### config.mk
export PLATFORM = sky130hd
export DESIGN_NAME = seq_scan_ctrl
export DESIGN_NICKNAME = d
export VERILOG_FILES = /design/src/rtl/seq_scan_ctrl.sv
export SDC_FILE = /design/constraint.sdc
export NUM_CORES = 1
export LEC_CHECK = 0
export CAP_MARGIN = 20
export CORE_UTILIZATION = 50
export DETAILED_ROUTE_END_ITERATION = 16
export GPL_TIMING_DRIVEN = 0
export MAX_ROUTING_LAYER = met4
export PLACE_DENSITY = 0.76
export SETUP_SLACK_MARGIN = 0.02
export SYNTH_ARGS = -nofsm -noshare
export SYNTH_HDL_FRONTEND = slang
export SYNTH_SLANG_ARGS = --single-unit
### constraint.sdc
create_clock -name i_clk -period 2.6 [get_ports i_clk]
set_clock_uncertainty 0.05 [all_clocks]
set_input_delay 0.52 -clock i_clk [delete_from_list [all_inputs] [get_ports i_clk]]
set_output_delay 0.52 -clock i_clk [all_outputs]
set_load 0.01 [all_outputs]
### src/rtl/seq_scan_ctrl.sv
// Scan controller: loads a word by valid/ready handshake, shifts it MSB-first into a
// serial sequence detector, and reports whether and where the first match occurred.
module seq_scan_ctrl #(
    parameter int unsigned WIDTH = 8,
    parameter int unsigned POS_W = 4
) (
    input  logic             i_clk,
    input  logic             i_reset,
    input  logic             i_in_valid,
    output logic             o_in_ready,
    input  logic [WIDTH-1:0] i_in_data,
    input  logic             i_abort,
    output logic             o_det_rst,
    output logic             o_det_x,
    input  logic             i_det_y,
    output logic             o_busy,
    output logic             o_done,
    output logic             o_found,
    output logic             o_aborted,
    output logic [POS_W-1:0] o_match_pos
);

    localparam logic [POS_W-1:0] LP_LAST = POS_W'(WIDTH - 1);

    typedef enum logic [1:0] {
        S_IDLE,
        S_SHIFT,
        S_DRAIN,
        S_REPORT
    } state_t;

    state_t           r_state;
    logic [WIDTH-1:0] r_sreg;
    logic [POS_W-1:0] r_cnt;
    logic             r_in_ready;
    logic             r_det_rst;
    logic             r_det_x;
    logic             r_busy;
    logic             r_done;
    logic             r_found;
    logic             r_aborted;
    logic [POS_W-1:0] r_match_pos;

    logic [WIDTH-1:0] w_sreg_next;
    logic [POS_W-1:0] w_cnt_inc;
    logic [POS_W-1:0] w_cnt_dec;

    assign w_sreg_next = {r_sreg[WIDTH-2:0], 1'b0};
    assign w_cnt_inc   = r_cnt + POS_W'(1);
    assign w_cnt_dec   = r_cnt - POS_W'(1);

    // Outputs are computed alongside the next state so every one of them is a flop.
    always_ff @(posedge i_clk or posedge i_reset) begin
        if (i_reset) begin
            r_state     <= S_IDLE;
            r_sreg      <= '0;
            r_cnt       <= '0;
            r_in_ready  <= 1'b1;
            r_det_rst   <= 1'b1;
            r_det_x     <= 1'b0;
            r_busy      <= 1'b0;
            r_done      <= 1'b0;
            r_found     <= 1'b0;
            r_aborted   <= 1'b0;
            r_match_pos <= '0;
        end else begin
            case (r_state)
                S_IDLE: begin
                    if (i_in_valid) begin
                        r_state     <= S_SHIFT;
                        r_sreg      <= i_in_data;
                        r_cnt       <= '0;
                        r_found     <= 1'b0;
                        r_aborted   <= 1'b0;
                        r_match_pos <= '0;
                        r_in_ready  <= 1'b0;
                        r_det_rst   <= 1'b0;
                        r_det_x     <= i_in_data[WIDTH-1];
                        r_busy      <= 1'b1;
                    end
                end

                S_SHIFT: begin
                    r_sreg <= w_sreg_next;
                    r_cnt  <= w_cnt_inc;
                    // A match seen now belongs to the bit consumed one edge earlier.
                    if (i_det_y) begin
                        r_found     <= 1'b1;
                        r_match_pos <= w_cnt_dec;
                        r_state     <= S_REPORT;
                        r_det_rst   <= 1'b1;
                        r_det_x     <= 1'b0;
                        r_done      <= 1'b1;
                    end else if (i_abort) begin
                        r_aborted <= 1'b1;
                        r_found   <= 1'b0;
                        r_state   <= S_REPORT;
                        r_det_rst <= 1'b1;
                        r_det_x   <= 1'b0;
                        r_done    <= 1'b1;
                    end else if (r_cnt == LP_LAST) begin
                        r_state <= S_DRAIN;
                        r_det_x <= 1'b0;
                    end else begin
                        r_det_x <= w_sreg_next[WIDTH-1];
                    end
                end

                S_DRAIN: begin
                    if (i_det_y) begin
                        r_found     <= 1'b1;
                        r_match_pos <= LP_LAST;
                    end else if (i_abort) begin
                        r_aborted <= 1'b1;
                    end else begin
                        r_found     <= 1'b0;
                        r_match_pos <= '0;
                    end
                    r_state   <= S_REPORT;
                    r_det_rst <= 1'b1;
                    r_det_x   <= 1'b0;
                    r_done    <= 1'b1;
                end

                S_REPORT: begin
                    r_state    <= S_IDLE;
                    r_done     <= 1'b0;
                    r_in_ready <= 1'b1;
                    r_busy     <= 1'b0;
                end

                default: begin
                    r_state    <= S_IDLE;
                    r_in_ready <= 1'b1;
                    r_det_rst  <= 1'b1;
                    r_det_x    <= 1'b0;
                    r_busy     <= 1'b0;
                    r_done     <= 1'b0;
                end
            endcase
        end
    end

    assign o_in_ready  = r_in_ready;
    assign o_det_rst   = r_det_rst;
    assign o_det_x     = r_det_x;
    assign o_busy      = r_busy;
    assign o_done      = r_done;
    assign o_found     = r_found;
    assign o_aborted   = r_aborted;
    assign o_match_pos = r_match_pos;

endmodule

==> summary.md, run 1 <==
| Metric | Value |
|---|---|
| Critical path data arrival time | `2.21 ns` |
| Yosys warns | `0` |
| Residual overflow from global routing | `0` |
| Initial Utilization | `52.8%` |
| Vias in the first global route | `1201` |
| Async SR Flop Fraction | `100%` |
| # IOs | `24` |
| Clk_lat worst skew | `0.31 ns` |
| NumNets Final | `190` |
| Fmax | `488 MHz` |
| Syn_area_per_cell | `10.1 sq um` |
| Setup-failing EPs final | `0` |
| Cell variety after synth | `43` |
| Row cnt | `19` |
| Antenna diodes | `0` |
| CTS resizes | `0` |
| Worst-path maximum fanout | `10` |
| Drt drc | `0` |
| Crit share post-route | `78.9%` |
| Clk slew on worst S/H paths | `0.13 ns` |
| Share of layout cells above drive strength 1 | `13.1%` |
| 1st-iter DRT viols | `28` |
| Post-Synthesis Cell Area | `0.00144 sq mm` |
| Final slew viol count | `0` |
| HP Class | `register to register` |
| Routed WL per cell | `15.1 microns` |
| Number of synthesized flops with an enable pin | `0` |
| CP Capture Type | `register` |
| Post-CTS Hold Fix Bufs | `0` |
| Fin crit period | `2.05 ns` |
| Post-DP HPWL | `2.20 mm` |
| CP Class | `register to register` |
| Relative slew slack | `40.4%` |
| First-pass GRT wire length | `5.31 mm` |
| Power Dens Cells | `1200 mW/mm^2` |
| Slew @ Worst Pin | `0.894 ns` |
| IO buf count | `22` |
| Final GP Congestion | `0.758` |
| DRT Pass-1 Iters | `4` |
| Root Driver | `clkbuf_4` |
| Pwr Total | `2080 uW` |
| P_leak | `0.000712 uW` |
| Sequential share of the synthesized area | `41.8%` |
| Ys flop type | `dfrtp_1` |
| Startpoint types | `register` |
| H-tree Lvls | `1` |
| CTS tree | `built` |
| Num CTS Buffers | `3` |
| Maxcap violations | `0` |
| Syn_nets | `163` |
| Largest net degree at the start of global routing | `25` |
| Die Height | `55.7 microns` |
| Die X | `55.7 microns` |
| RSZ-0062 raised after global routing | `false` |
| Antenna Nets Post-Route | `0` |
| Hold Vio Cnt, Final | `0` |
| Status | `finished, final reports clean` |
| Total Routing Usage GR | `22.1%` |
| VDD IR max | `0.818 mV` |
| CTS sink cnt | `24` |
| Synth Register Bits | `24` |
| Setup TNS | `0 ns` |
| Clk buf depth | `2` |
| Syn Inst Count | `143` |
| Routed wire length | `3.01 mm` |
| Via Count | `1169` |
| Die area | `0.00310 sq mm` |
| Initial antenna violation count | `0` |
| CP required | `2.76 ns` |
| Fillers | `234` |
| CORE AREA | `0.00273 sq mm` |
| Via-per-instance ratio | `5.87` |
| Postcts setup bufs | `0` |
| Area growth, synth to finish | `19.5%` |
## path summary, 6_finish.rpt
kind,startpoint,to,slack (ns),depth (start not counted)
worst max-delay path,r_state[0]$_DFFE_PP0P_,o_found$_DFFE_PP0P_,0.55,6
worst min-delay path,o_busy$_DFFE_PP0P_,o_busy$_DFFE_PP0P_,0.46,1
worst max register to register,r_state[0]$_DFFE_PP0P_,o_found$_DFFE_PP0P_,0.55,6
worst min register to register,o_busy$_DFFE_PP0P_,o_busy$_DFFE_PP0P_,0.46,1
max in group asynchronous,i_reset,r_cnt[1]$_DFFE_PP0P_,1.32,2
min in group asynchronous,i_reset,o_found$_DFFE_PP0P_,0.64,2
## cell usage in the layout (no fill, tap or decap), drive strengths merged, types with 7 or more instances in the layout
cell type      instances
o22ai                  8
dfrtp                 22
a21oi                  7
nand2                  8
nand2b                 7
clkdlybuf4s50         22
inv                   10
mux2                   8
clkbuf                 9
ha                     7
## where the power goes
| group | internal, uW | switching [uW] | total (uW) |
|---|---|---|---|
| Combinational | 633 | 609 | 1240 |
| Clock | 54.1 | 109 | 163 |
| Sequential | 549 | 123 | 672 |
## sequential cells by signal, summed over array words and instances (netlist names), 2 cells and up
register	count
o_match_pos	4
r_cnt	4
r_sreg	7
r_state	2
## metal layers
layer	GRT usage [%]	vias to the layer above	wire length [microns]
met5	-	-	0
met4	6.07	0	31
met3	2.33	4	79
met2	34.9	22	1390
met1	30.5	566	1510
li1	-	577	-
## layout make-up
cell class / instances / area, sq um / share of cell area (%)
Buffer: 10 / 48.8 / 2.83
Tap cell: 31 / 38.8 / 2.25
Multi-Input combinational cell: 99 / 753 / 43.7
Inverter: 10 / 37.5 / 2.18
Timing Repair Buffer: 22 / 220 / 12.8
Clock buffer: 3 / 22.5 / 1.31
Sequential cell: 24 / 603 / 35.0
## metrics by stage
step / std cells / util (%) / worst slack (ns) / hold WS [ns] / area [sq um]
final: 199 / 63.1 / 0.549 / 0.456 / 1720
after floorplan: 143 / - / 0.711 / 0.446 / 1440
after global placement: 196 / 62.2 / 0.336 / 0.415 / 1700
after global routing: 199 / 63.1 / 0.458 / 0.481 / 1720
after detailed placement: 196 / 62.2 / 0.311 / 0.431 / 1700
after CTS: 199 / 63.1 / 0.538 / 0.466 / 1720
## synthesized netlist by cell type, types with 2 or more instances
cell type  number  area share [%]
clkbuf_1        6             1.6
o221a_2         2             1.6
xnor2_1         3             1.8
a21boi_0        2             1.0
a2bb2oi_1       2             1.2
inv_1          10             2.6
ha_1            7             6.1
o221ai_1        2             1.2
buf_2           3             1.0
nor2_1          5             1.3
nand2b_1        7             3.0
o21ai_0         3             1.0
nand2_1         8             2.1
nor2b_1         2            0.87
a32o_1          2             1.4
dfrtp_1        22              38
dfstp_2         2             3.6
nor3_1          5             1.7
nand3_1         3             1.0
a21oi_1         7             2.4
mux2_2          8             6.2
nand3b_1        3             1.6
or4_1           2             1.0
o22ai_1         8             3.5
## worst max-delay path, stage by stage (launching register included)
cell and delay [ns]:
dfrtp_1 0.45, inv_1 0.11, ha_1 0.27, nor2b_1 0.20, buf_6 0.16, or4_1 0.50
a32o_1 0.21
## kinds of logic after synthesis
family | after synthesis | share of synthesized area [%]
adders and majority gates | 7 | 6.07
AOI/OAI and AO/OA | 39 | 21.2
DFF | 24 | 41.8
and+or+nand+nor | 41 | 16.2
xor gates and xnor gates | 3 | 1.82
buffers and inverters | 20 | 5.98
muxes | 9 | 6.94
Note: power is estimated with default switching activity, not from simulation.
==> inputs of run 2 (changes only) <==
==> constraint.sdc (replaced) <==
create_clock -name i_clk -period 2.1 [get_ports i_clk]
set_clock_uncertainty 0.05 [all_clocks]
set_input_delay 0.42 -clock i_clk [delete_from_list [all_inputs] [get_ports i_clk]]
set_output_delay 0.42 -clock i_clk [all_outputs]
set_load 0.01 [all_outputs]
==> summary.md, run 2 (synthesized netlist as in run 1, its figures left out) <==
| Metric | Value |
|---|---|
| Status | `finished, final reports clean` |
| Routed wire length | `3.01 mm` |
| Reg area | `606 sq um` |
| Placed Area | `0.00170 sq mm` |
| Pre-CTS setup slack | `-0.0894 ns` |
| Relative slew slack | `40.2%` |
| Post-CTS Hold Fix Bufs | `0` |
| Commonest non-fill, non-tap cell in the layout | `clkdlybuf4s50_1` |
| Worst path top cell family by delay | `buffers and inverters` |
| Startpoint types | `register` |
| Total Routing Usage GR | `22.1%` |
| Routed WL per cell | `15.1 microns` |
| CP Class | `register to register` |
| Initial antenna violation count | `0` |
| Routed wl met2 | `1.40 mm` |
| Multi-input gate area | `756 sq um` |
| HP Class | `primary input to register` |
| Critical path data arrival time | `2.13 ns` |
| Setup TNS | `0 ns` |
| Die Height | `55.7 microns` |
| Clk slew on worst S/H paths | `0.13 ns` |
| Via-per-instance ratio | `5.77` |
| Final slew viol count | `0` |
| # IOs | `24` |
| Via Count | `1148` |
| Fmax | `509 MHz` |
| Num CTS Buffers | `3` |
| Clk_lat worst skew | `0.31 ns` |
| Worst-path maximum fanout | `10` |
| CP max-delay cell | `dfrtp_2` |
| Slew @ Worst Pin | `0.896 ns` |
| Top routing layer in use | `met4` |
| First-pass GRT wire length | `5.31 mm` |
| Post-DP HPWL | `2.20 mm` |
| Drt drc | `0` |
| Biggest register | `r_sreg` |
| Largest net degree at the start of global routing | `25` |
| CP required | `2.26 ns` |
| CP Capture Type | `register` |
| Final GP Congestion | `0.758` |
| Fin crit period | `1.96 ns` |
| Setup-failing EPs final | `0` |
| Hold Vio Cnt, Final | `0` |
| CP Cell Sequence | `inv_1 > ha_1 > buf_2 > buf_2 > nand2_1 > o221a_2` |
| Clk buf depth | `2` |
| Root Driver | `clkbuf_4` |
| WP buf/inv | `3` |
| Postcts setup bufs | `0` |
| CORE AREA | `0.00273 sq mm` |
| WL met3 | `64 microns` |
| Fillers | `232` |
| IO buf count | `22` |
| Most frequent cells in the layout | `clkdlybuf4s50_1, dfrtp_1, inv_1` |
| 1st-iter DRT viols | `20` |
| Row cnt | `19` |
| H-tree Lvls | `1` |
| Crit share post-route | `93.5%` |
| CTS tree | `built` |
| Max reg flops | `7` |
| Maxcap violations | `0` |
| Residual overflow from global routing | `0` |
| Vias in the first global route | `1201` |
| R2R cell count | `6` |
| CTS resizes | `0` |
| Wl on met1 | `1.51 mm` |
| Final core occ | `63.3%` |
| VDD IR max | `1.02 mV` |
| Power Dens Cells | `1490 mW/mm^2` |
| Crit-path most repeated cell | `buf_2` |
| P_leak | `0.000712 uW` |
| DRT Pass-1 Iters | `4` |
| Hold path cells | `2` |
| RSZ-0062 raised after global routing | `false` |
| Antenna Nets Post-Route | `0` |
| Share of layout cells above drive strength 1 | `15.5%` |
| Area growth, synth to finish | `19.9%` |
| Antenna diodes | `0` |
| Die area | `0.00310 sq mm` |
| Slowest stage delay, CP | `0.47 ns` |
| Post-route setup slack | `0.136 ns` |
| Initial Utilization | `52.8%` |
| Post-Layout Inst Area | `0.00173 sq mm` |
| Die X | `55.7 microns` |
| NumNets Final | `190` |
| Critical path depth | `6` |
| CTS sink cnt | `24` |
run 2: cell types whose count changed in the layout (fill, tap and decap cells not counted):
cell and change:
clkbuf_1 -1, clkbuf_2 +1, dfrtp_1 -2, dfrtp_2 +2, ha_1 -1, ha_2 +1
run 2: report_power, final:
| group | internal (uW) | leakage, uW | switching (uW) |
|---|---|---|---|
| Clock | 67.0 | 0.0000138 | 139 |
| Sequential | 684 | 0.000292 | 150 |
| Combinational | 790 | 0.000406 | 751 |
run 2: path summary, 6_finish.rpt:
kind                                         from                      to  slack, ns
hold reg to reg                o_busy$_DFFE_PP0P_      o_busy$_DFFE_PP0P_       0.46
max in group asynchronous                 i_reset  r_state[0]$_DFFE_PP0P_       0.87
hold / removal                            i_det_y     o_found$_DFFE_PP0P_       0.44
setup / recovery           r_state[1]$_DFFE_PP0P_   r_sreg[4]$_DFFE_PP0P_       0.14
min in group asynchronous                 i_reset     o_found$_DFFE_PP0P_       0.53
setup reg to reg           r_state[1]$_DFFE_PP0P_   r_sreg[4]$_DFFE_PP0P_       0.14
run 2: cell type report:
| cell class | instances | area share, % |
|---|---|---|
| plain buffers | 10 | 2.89 |
| multi-input cells | 99 | 43.7 |
| inverters | 10 | 2.17 |
| clock buffers | 3 | 1.30 |
| well taps | 31 | 2.24 |
| repair buffers | 22 | 12.7 |
| flip-flops and latches | 24 | 35.0 |
run 2: metal layers:
| layer | track usage [%] | vias to the layer above |
|---|---|---|
| met1 | 30.5 | 554 |
| met2 | 34.9 | 13 |
| met5 | - | - |
| met4 | 6.07 | 0 |
| met3 | 2.33 | 4 |
| li1 | - | 577 |
run 2: worst reg2reg max path, delay by kind of cell (launching register included):
family	cells	cell delay, ns
AO/OA/AOI/OAI	1	0.28
adder cells (fa/ha/maj)	1	0.31
buffers and inverters	3	0.64
flip-flops	1	0.47
AND/OR/NAND/NOR	1	0.12
run 2: metrics by stage:
step	power [uW]	hold slack (ns)	cells
detailed placement	2370	0.431	196
CTS	2580	0.439	199
global route	2790	0.476	199
finish	2580	0.439	199
floorplan	1940	0.383	143
global placement	2310	0.415	196
